**config.mk**
```make
export PLATFORM = sky130hd
export DESIGN_NAME = mem_arbiter
export DESIGN_NICKNAME = d
export VERILOG_FILES = /design/src/rtl/cpu_pkg.sv /design/src/rtl/mem_arbiter.sv
export SDC_FILE = /design/constraint.sdc
export NUM_CORES = 1
export LEC_CHECK = 0
export CORE_MARGIN = 2
export CORE_UTILIZATION = 35
export CTS_BUF_LIST = sky130_fd_sc_hd__clkbuf_16
export DETAILED_ROUTE_END_ITERATION = 10
export PLACE_DENSITY = 0.77
export SYNTH_ARGS = -nofsm -noshare
export SYNTH_HDL_FRONTEND = slang
export SYNTH_SLANG_ARGS = --single-unit
```
**constraint.sdc**
```tcl
create_clock -name clk -period 5.2 [get_ports clk]
set_input_delay 1.56 -clock clk [delete_from_list [all_inputs] [get_ports clk]]
set_output_delay 1.56 -clock clk [all_outputs]
set_load 0.01 [all_outputs]
```
**src/rtl/cpu_pkg.sv**
```systemverilog
// Shared CPU-side definitions: word width, arbiter state encoding and the
// default fetch starvation limit.
package cpu_pkg;

  localparam int unsigned WORD_W            = 16;
  localparam int unsigned STARVE_W          = 3;
  localparam int unsigned DEF_STARVE_LIMIT  = 4;

  typedef enum logic [1:0] {
    IDLE    = 2'd0,
    IF_BUSY = 2'd1,
    D_BUSY  = 2'd2
  } arb_state_e;

endpackage

```
**src/rtl/mem_arbiter.sv**
```systemverilog
// Two-port (fetch/data) arbiter in front of a single-port variable-latency
// memory; data has priority, bounded by a fetch starvation counter.
module mem_arbiter
  import cpu_pkg::*;
#(
  parameter int unsigned STARVE_LIMIT = DEF_STARVE_LIMIT
) (
  input  logic              clk,
  input  logic              rst,
  input  logic              if_req,
  input  logic [WORD_W-1:0] if_addr,
  output logic [WORD_W-1:0] if_rdata,
  output logic              if_ready,
  output logic              if_stall,
  input  logic              d_req,
  input  logic              d_wr,
  input  logic [WORD_W-1:0] d_addr,
  input  logic [WORD_W-1:0] d_wdata,
  output logic [WORD_W-1:0] d_rdata,
  output logic              d_ready,
  output logic              d_stall,
  output logic              mem_en,
  output logic              mem_wr,
  output logic [WORD_W-1:0] mem_addr,
  output logic [WORD_W-1:0] mem_wdata,
  input  logic [WORD_W-1:0] mem_rdata,
  input  logic              mem_valid
);

  arb_state_e          r_state;
  arb_state_e          w_state_nxt;
  logic [STARVE_W-1:0] r_starve;
  logic [STARVE_W-1:0] w_starve_nxt;
  logic                r_mem_en,    w_mem_en_nxt;
  logic                r_mem_wr,    w_mem_wr_nxt;
  logic [WORD_W-1:0]   r_mem_addr,  w_mem_addr_nxt;
  logic [WORD_W-1:0]   r_mem_wdata, w_mem_wdata_nxt;
  logic                r_if_ready,  w_if_ready_nxt;
  logic                r_d_ready,   w_d_ready_nxt;
  logic [WORD_W-1:0]   r_if_rdata,  w_if_rdata_nxt;
  logic [WORD_W-1:0]   r_d_rdata,   w_d_rdata_nxt;
  logic                w_turnaround;
  logic                w_starved;
  logic                w_pick_if;

  // A completion cycle grants nothing, so held requesters re-arbitrate together from k+2.
  assign w_turnaround = r_if_ready | r_d_ready;
  assign w_starved    = (r_starve == STARVE_W'(STARVE_LIMIT));
  assign w_pick_if    = if_req & (~d_req | w_starved);

  always_ff @(posedge clk) begin
    if (rst) begin
      r_state     <= IDLE;
      r_starve    <= '0;
      r_mem_en    <= 1'b0;
      r_mem_wr    <= 1'b0;
      r_mem_addr  <= '0;
      r_mem_wdata <= '0;
      r_if_ready  <= 1'b0;
      r_d_ready   <= 1'b0;
      r_if_rdata  <= '0;
      r_d_rdata   <= '0;
    end else begin
      r_state     <= w_state_nxt;
      r_starve    <= w_starve_nxt;
      r_mem_en    <= w_mem_en_nxt;
      r_mem_wr    <= w_mem_wr_nxt;
      r_mem_addr  <= w_mem_addr_nxt;
      r_mem_wdata <= w_mem_wdata_nxt;
      r_if_ready  <= w_if_ready_nxt;
      r_d_ready   <= w_d_ready_nxt;
      r_if_rdata  <= w_if_rdata_nxt;
      r_d_rdata   <= w_d_rdata_nxt;
    end
  end

  always_comb begin
    w_state_nxt     = r_state;
    w_starve_nxt    = r_starve;
    w_mem_en_nxt    = r_mem_en;
    w_mem_wr_nxt    = r_mem_wr;
    w_mem_addr_nxt  = r_mem_addr;
    w_mem_wdata_nxt = r_mem_wdata;
    w_if_ready_nxt  = 1'b0;
    w_d_ready_nxt   = 1'b0;
    w_if_rdata_nxt  = r_if_rdata;
    w_d_rdata_nxt   = r_d_rdata;
    case (r_state)
      IDLE: begin
        if (!w_turnaround && (if_req || d_req)) begin
          w_mem_en_nxt = 1'b1;
          if (w_pick_if) begin
            w_state_nxt    = IF_BUSY;
            w_mem_wr_nxt   = 1'b0;
            w_mem_addr_nxt = if_addr;
            w_starve_nxt   = '0;
          end else begin
            w_state_nxt     = D_BUSY;
            w_mem_wr_nxt    = d_wr;
            w_mem_addr_nxt  = d_addr;
            w_mem_wdata_nxt = d_wdata;
            if (if_req && !w_starved) begin
              w_starve_nxt = r_starve + STARVE_W'(1);
            end
          end
        end
      end
      IF_BUSY: begin
        if (mem_valid) begin
          w_state_nxt    = IDLE;
          w_mem_en_nxt   = 1'b0;
          w_mem_wr_nxt   = 1'b0;
          w_if_ready_nxt = 1'b1;
          w_if_rdata_nxt = mem_rdata;
        end
      end
      D_BUSY: begin
        if (mem_valid) begin
          w_state_nxt   = IDLE;
          w_mem_en_nxt  = 1'b0;
          w_mem_wr_nxt  = 1'b0;
          w_d_ready_nxt = 1'b1;
          if (!r_mem_wr) begin
            w_d_rdata_nxt = mem_rdata;
          end
        end
      end
      default: begin
        w_state_nxt  = IDLE;
        w_mem_en_nxt = 1'b0;
        w_mem_wr_nxt = 1'b0;
      end
    endcase
  end

  assign mem_en    = r_mem_en;
  assign mem_wr    = r_mem_wr;
  assign mem_addr  = r_mem_addr;
  assign mem_wdata = r_mem_wdata;
  assign if_ready  = r_if_ready;
  assign d_ready   = r_d_ready;
  assign if_rdata  = r_if_rdata;
  assign d_rdata   = r_d_rdata;
  assign if_stall  = if_req & ~r_if_ready;
  assign d_stall   = d_req & ~r_d_ready;

endmodule
```
==> results of run 1 <==
==> cells by family after synthesis <==
| kind of cell | count (synthesis) |
|---|---|
| AO/OA/AOI/OAI | 73 |
| adder cells (fa/ha/maj) | 5 |
| buffers and inverters | 30 |
| flip-flops | 73 |
| AND/OR/NAND/NOR | 174 |
==> stage by stage <==
stage / instance area, um2 / utilization, % / worst slack (ns) / power, mW
floorplan: 2990 / - / 1.42 / 0.834
finish: 4690 / 56.8 / 0.775 / 1.62
global route: 4690 / 56.8 / 0.697 / 1.69
CTS: 4690 / 56.8 / 0.790 / 1.63
global placement: 4380 / 53.0 / 0.813 / 0.984
detailed placement: 4380 / 53.0 / 0.809 / 0.994
==> cell usage in the layout (no fill, tap or decap), drive strengths merged, types with 2 or more instances in the layout <==
| cell type | synthesis | layout |
|---|---|---|
| clkdlybuf4s50 | 0 | 138 |
| nand2 | 117 | 117 |
| dfxtp | 73 | 73 |
| a21oi | 51 | 51 |
| nor2 | 23 | 23 |
| nand3 | 20 | 20 |
| a311oi | 16 | 16 |
| clkbuf | 14 | 9 |
| inv | 4 | 8 |
| ha | 5 | 5 |
| nor2b | 3 | 3 |
| buf | 12 | 3 |
| a32o | 2 | 2 |
| clkinvlp | 0 | 2 |
| nor4 | 2 | 2 |
==> cell type report <==
| type | count | area (um2) | area share, % |
|---|---|---|---|
| clock inverter | 7 | 85.1 | 1.81 |
| tap | 105 | 131 | 2.80 |
| multi-input combinational | 252 | 1370 | 29.2 |
| sequential | 73 | 1460 | 31.2 |
| timing repair buffer | 141 | 1400 | 29.9 |
| inverter | 4 | 15.0 | 0.320 |
| clock buffer | 9 | 225 | 4.80 |
==> metal layers <==
| metal | global-route usage [%] | up-vias | wire (um) |
|---|---|---|---|
| met5 | 0 | - | 0 |
| met4 | 7.39 | 0 | 151 |
| met3 | 3.34 | 12 | 407 |
| met2 | 30.7 | 92 | 4140 |
| met1 | 22.6 | 1375 | 3760 |
| li1 | - | 1450 | - |
==> flip-flops by register name (all words and copies together) (netlist names) <==
| register | flops |
|---|---|
| d_ready | 1 |
| if_ready | 1 |
| mem_wr | 1 |
| r_starve | 3 |
| mem_addr | 16 |
| r_state | 2 |
| if_rdata | 16 |
| d_rdata | 16 |
| mem_en | 1 |
| mem_wdata | 16 |
==> critical path, cell delays in order <==
cell and delay (ns):
clkdlybuf4s50_1 0.60, nor2b_1 0.17, clkdlybuf4s50_1 0.54
==> path summary, 6_finish.rpt <==
kind | slack, ns | depth (start not counted) | to
worst min register to register | 0.45 | 1 | mem_en$_SDFFE_PP0P_
worst max register to register | 3.08 | 6 | mem_addr[4]$_SDFFE_PP0P_
worst max-delay path | 0.77 | 3 | d_stall
worst min-delay path | 0.45 | 1 | mem_en$_SDFFE_PP0P_
==> power by group through the flow <==
stage | clock [mW] | sequential [mW] | combinational (mW)
after detailed placement | 0 | 0.646 | 0.349
after global routing | 0.676 | 0.639 | 0.376
after global placement | 0 | 0.643 | 0.341
after CTS | 0.648 | 0.634 | 0.351
after floorplan | 0 | 0.664 | 0.169
final | 0.635 | 0.634 | 0.348
==> run_results.csv, run 1 <==
group,metric,value,unit
synthesis,ys_seq_elements,73,
power_and_ir_drop,p_per_area,345,mW/mm2
clock_network,clkLatencyLatePin,0.33,ns
synthesis,ys_seq_area_share,48.9,%
route,firstDrtPassIters,6,
setup_path,worstSetupStartpointType,"input port",
route,wl,8460,um
timing,tightest_slew,1.10,ns
die,dieArea,0.00929,mm2
synthesis,synth_edf_count,0,
timing,max_freq,226,MHz
synthesis,synth_top_family_by_area,"simple AND/OR/NAND/NOR gates",
timing,period_share,85.1,%
die,pin_count,140,
power_and_ir_drop,cellLeakagePower,1.68,nW
flow_run,maxCapViolations,0,
placed_design,io_buffer_count,139,
setup_path,cp-end-kind,"primary output",
route,wl_per_cell,14.3,um
setup_path,crit_required,3.64,ns
clock_network,cts_num_sinks,73,
clock_network,cts_hold_buffers,0,
finish,antenna_cells,0,
timing,fin_tns_setup,0,ns
setup_path,cp.arrival,2.87,ns
global_route,antenna_found_initial,0,
synthesis,synth_most_common_cell,"nand2_1",
die,dieWidth,96.4,um
synthesis,synthTopCellsByArea,"dfxtp_1 49%, nand2_1 15%, a21oi_1 8.5%",
route,drtAntennaViolNets,0,
placed_design,hpwlAfterDp,5970,um
power_and_ir_drop,p_comb_share,21.5,%
global_route,grt_max_degree,37,
power_and_ir_drop,power.switching,0.448,mW
synthesis,synth_ff_type,"dfxtp_1",
synthesis,netlist_area,0.00299,mm2
clock_network,cts_tree,"done",
global_route,grt_usage,18.1,%
synthesis,netlist.area_leader.share,48.9,%
route,drt_iter0_markers,111,
synthesis,synthSimpleGateAreaFrac,25.9,%
synthesis,synth_top_area_cell,"dfxtp_1",
setup_path,critical_path_class,"input port to primary output",
synthesis,synthCells,355,
clock_network,htreeDepth,3,
global_route,grt_remaining_overflow,0,
timing,holdWs,0.453,ns
clock_network,clk_pin_slew,0.06,ns
route,drt-vias-per-instance,4.96,
timing,finalCriticalPeriod,4.43,ns
setup_path,startpoint,"d_req",
power_and_ir_drop,peakVddDrop,217,uV
die,start_util,36.2,%
power_and_ir_drop,power.internal,1.17,mW
die,die_y,96.4,um
synthesis,synth_fp_nets,430,
synthesis,ys_top_cells_by_count,"116 x nand2_1, 73 x dfxtp_1, 51 x a21oi_1",
die,core,0.00826,mm2
synthesis,synth_cell_types,35,
run_status,status,"completed",
finish,area_delta_synth_final,57.0,%
setup_path,path_max_fanout,7,
setup_path,rr_startpoint,"r_state[0]$_SDFFE_PP0P_",
global_route,grt_pass1_vias,2762,
placed_design,dp_cells,575,
clock_network,numCtsBuffers,9,
timing,setup_viol,0,
timing,rsz0062_at_grt,"false",
power_and_ir_drop,swShare,27.7,%
finish,stdcell_count,591,
finish,num-nets-final,556,
synthesis,async_reset_ff_share,0,%
worst_hold_path,min_path_type,"flop to flop",
route,vias,2929,
clock_network,clockRootBuffer,"clkbuf_16",
timing,clock_skew,0.00936,ns
die,rows,33,
clock_network,cts.path.max_buffers,2,
timing,slew_headroom,26.6,%
synthesis,synthesis.yosys.warnings,0,
route,drc,0,
worst_hold_path,hp-start,"mem_en$_SDFFE_PP0P_",
placed_design,place_congestion,0.775,
finish,drive_gt1_share,9.05,%
finish,fillers,769,
timing,drv_slew,0,
clock_network,post_cts_resize_count,0,
timing,hold_viol_final,0,
synthesis,synth_xor_area_share,0,%
synthesis,synthAdderAreaFrac,2.09,%
synthesis,muxShareOfSynthArea,0,%
power_and_ir_drop,p_seq_share,39.2,%
global_route,grt_pass1_wl,13000,um
clock_network,postCtsSetupBuffers,0,
synthesis,synth_compound_area_share,17.9,%
synthesis,syn_avg_cell_area,8.42,um2
power_and_ir_drop,p_clk_share,39.3,%
No activity file was read; power rests on OpenSTA's default activity.
==> run 2, diff against run 1 <==
--- a/config.mk
+++ b/config.mk
@@ -9,7 +9,8 @@
 export CORE_UTILIZATION = 35
 export CTS_BUF_LIST = sky130_fd_sc_hd__clkbuf_16
 export DETAILED_ROUTE_END_ITERATION = 10
-export PLACE_DENSITY = 0.77
+export PLACE_DENSITY = 0.8
+export SLEW_MARGIN = 10
 export SYNTH_ARGS = -nofsm -noshare
 export SYNTH_HDL_FRONTEND = slang
 export SYNTH_SLANG_ARGS = --single-unit
==> constraint.sdc (replaced) <==
create_clock -name clk -period 4 [get_ports clk]
set_input_delay 1.2 -clock clk [delete_from_list [all_inputs] [get_ports clk]]
set_output_delay 1.2 -clock clk [all_outputs]
set_load 0.01 [all_outputs]
==> run_results.csv, run 2 (synthesis results as in run 1) <==
group,metric,value,unit
run_status,status,"completed",
worst_hold_path,min_path_type,"flop to flop",
route,vias,2893,
clock_network,clockRootBuffer,"clkbuf_16",
timing,max_freq,268,MHz
die,start_util,36.2,%
timing,slew_headroom,53.9,%
timing,tightest_slew,0.690,ns
die,rows,33,
power_and_ir_drop,power.total,2.21,mW
finish,stdcell_count,592,
timing,holdWs,0.455,ns
timing,fin_tns_setup,0,ns
timing,clock_skew,0.00388,ns
finish,fillers,741,
global_route,grt_remaining_overflow,0,
placed_design,place_congestion,0.738,
power_and_ir_drop,p_per_area,467,mW/mm2
finish,area_delta_synth_final,58.6,%
power_and_ir_drop,peakVddDrop,205,uV
setup_path,cp-end-kind,"primary output",
global_route,antenna_found_initial,0,
finish,layout_common_cells,"138 x clkdlybuf4s50_1, 116 x nand2_1, 73 x dfxtp_1, 51 x a21oi_1, 20 x nand3_1",
timing,rsz0062_at_grt,"false",
placed_design,io_buffer_count,139,
setup_path,path_max_fanout,7,
finish,drive_gt1_share,9.24,%
setup_path,slowest_stage,"clkdlybuf4s50_1",
power_and_ir_drop,power.switching,0.571,mW
clock_network,cts_num_sinks,73,
clock_network,cts_tree,"done",
global_route,grt_usage,17.4,%
route,drt_iter0_markers,116,
setup_path,crit_required,2.80,ns
clock_network,clk_pin_slew,0.06,ns
finish,num-nets-final,557,
timing,setup_viol,0,
global_route,grt_pass1_wl,12600,um
finish,antenna_cells,0,
clock_network,post_cts_resize_count,0,
setup_path,critical_path_class,"input port to primary output",
power_and_ir_drop,power.internal,1.64,mW
power_and_ir_drop,p_seq_share,37.2,%
die,dieArea,0.00929,mm2
timing,finalCriticalPeriod,3.73,ns
finish,layout_commonest_cell,"clkdlybuf4s50_1",
route,firstDrtPassIters,4,
die,core,0.00826,mm2
route,drc,0,
power_and_ir_drop,p_clk_share,42.4,%
setup_path,critPathMostFrequentCell,"clkdlybuf4s50_1",
power_and_ir_drop,p_comb_share,20.4,%
clock_network,postCtsSetupBuffers,0,
global_route,grt_max_degree,50,
die,dieWidth,96.4,um
timing,drv_slew,0,
clock_network,clkLatencyLatePin,0.32,ns
flow_run,maxCapViolations,0,
power_and_ir_drop,cellLeakagePower,1.71,nW
timing,hold_viol_final,0,
clock_network,cts_hold_buffers,0,
clock_network,htreeDepth,3,
route,drt-vias-per-instance,4.89,
finish,finish.utilization,57.4,%
clock_network,numCtsBuffers,9,
setup_path,cpPeakStageDelay,0.59,ns
die,die_y,96.4,um
die,pin_count,140,
route,wl,8150,um
global_route,grt_pass1_vias,2785,
clock_network,cts.path.max_buffers,2,
placed_design,hpwlAfterDp,5720,um
route,wl_per_cell,13.8,um
power_and_ir_drop,swShare,25.8,%
setup_path,cp.arrival,2.53,ns
setup_path,crit_chain,"clkdlybuf4s50_1, nor2b_1, clkdlybuf4s50_1",
timing,period_share,93.3,%
placed_design,dp_cells,576,
route,drtAntennaViolNets,0,
setup_path,worstSetupStartpointType,"input port",
-- run 2: cell type report --
class	instances	area (um2)	share of cell area, %
Sequential cell	73	1460	30.8
Multi-Input combinational cell	252	1370	28.9
Inverter	4	15.0	0.317
Timing Repair Buffer	142	1410	29.7
Clock inverter	7	125	2.64
Tap cell	105	131	2.77
Clock buffer	9	225	4.75
-- run 2: power by group through the flow --
stage | logic [mW] | clock network (mW) | registers [mW]
detailed placement | 0.454 | 0 | 0.839
global route | 0.492 | 0.986 | 0.830
global placement | 0.443 | 0 | 0.836
floorplan | 0.220 | 0 | 0.863
finish | 0.451 | 0.938 | 0.823
CTS | 0.456 | 0.951 | 0.824
-- run 2: critical path, delay by kind of cell --
family,cells,cell delay (ns)
simple gates,1,0.18
buf+inv,2,1.15
-- run 2: routing by layer --
layer / wire (um) / vias up / part of all wire [%] / global-route usage [%]
li1: - / 1445 / - / -
met1: 3480 / 1366 / 43 / 21.0
met2: 4090 / 72 / 50 / 29.9
met3: 404 / 10 / 5.0 / 3.49
met4: 170 / 0 / 2.1 / 7.86
met5: 0 / - / 0 / 0
-- run 2: final timing paths --
path	startpoint	endpoint	slack, ns	cells after the start
setup reg to reg	r_state[1]$_SDFFE_PP0P_	mem_addr[15]$_SDFFE_PP0P_	1.93	6
setup / recovery	d_req	d_stall	0.27	3
hold / removal	d_rdata[15]$_SDFFE_PP0P_	d_rdata[15]$_SDFFE_PP0P_	0.46	2
hold reg to reg	d_rdata[15]$_SDFFE_PP0P_	d_rdata[15]$_SDFFE_PP0P_	0.46	2
-- run 2: stage by stage --
stage / area, um2 / setup WS [ns]
3_5_place_dp: 4390 / 0.262
4_1_cts: 4740 / 0.264
3_3_place_gp: 4390 / 0.298
5_1_grt: 4740 / 0.209
2_1_floorplan: 2990 / 0.936
6_report: 4740 / 0.267
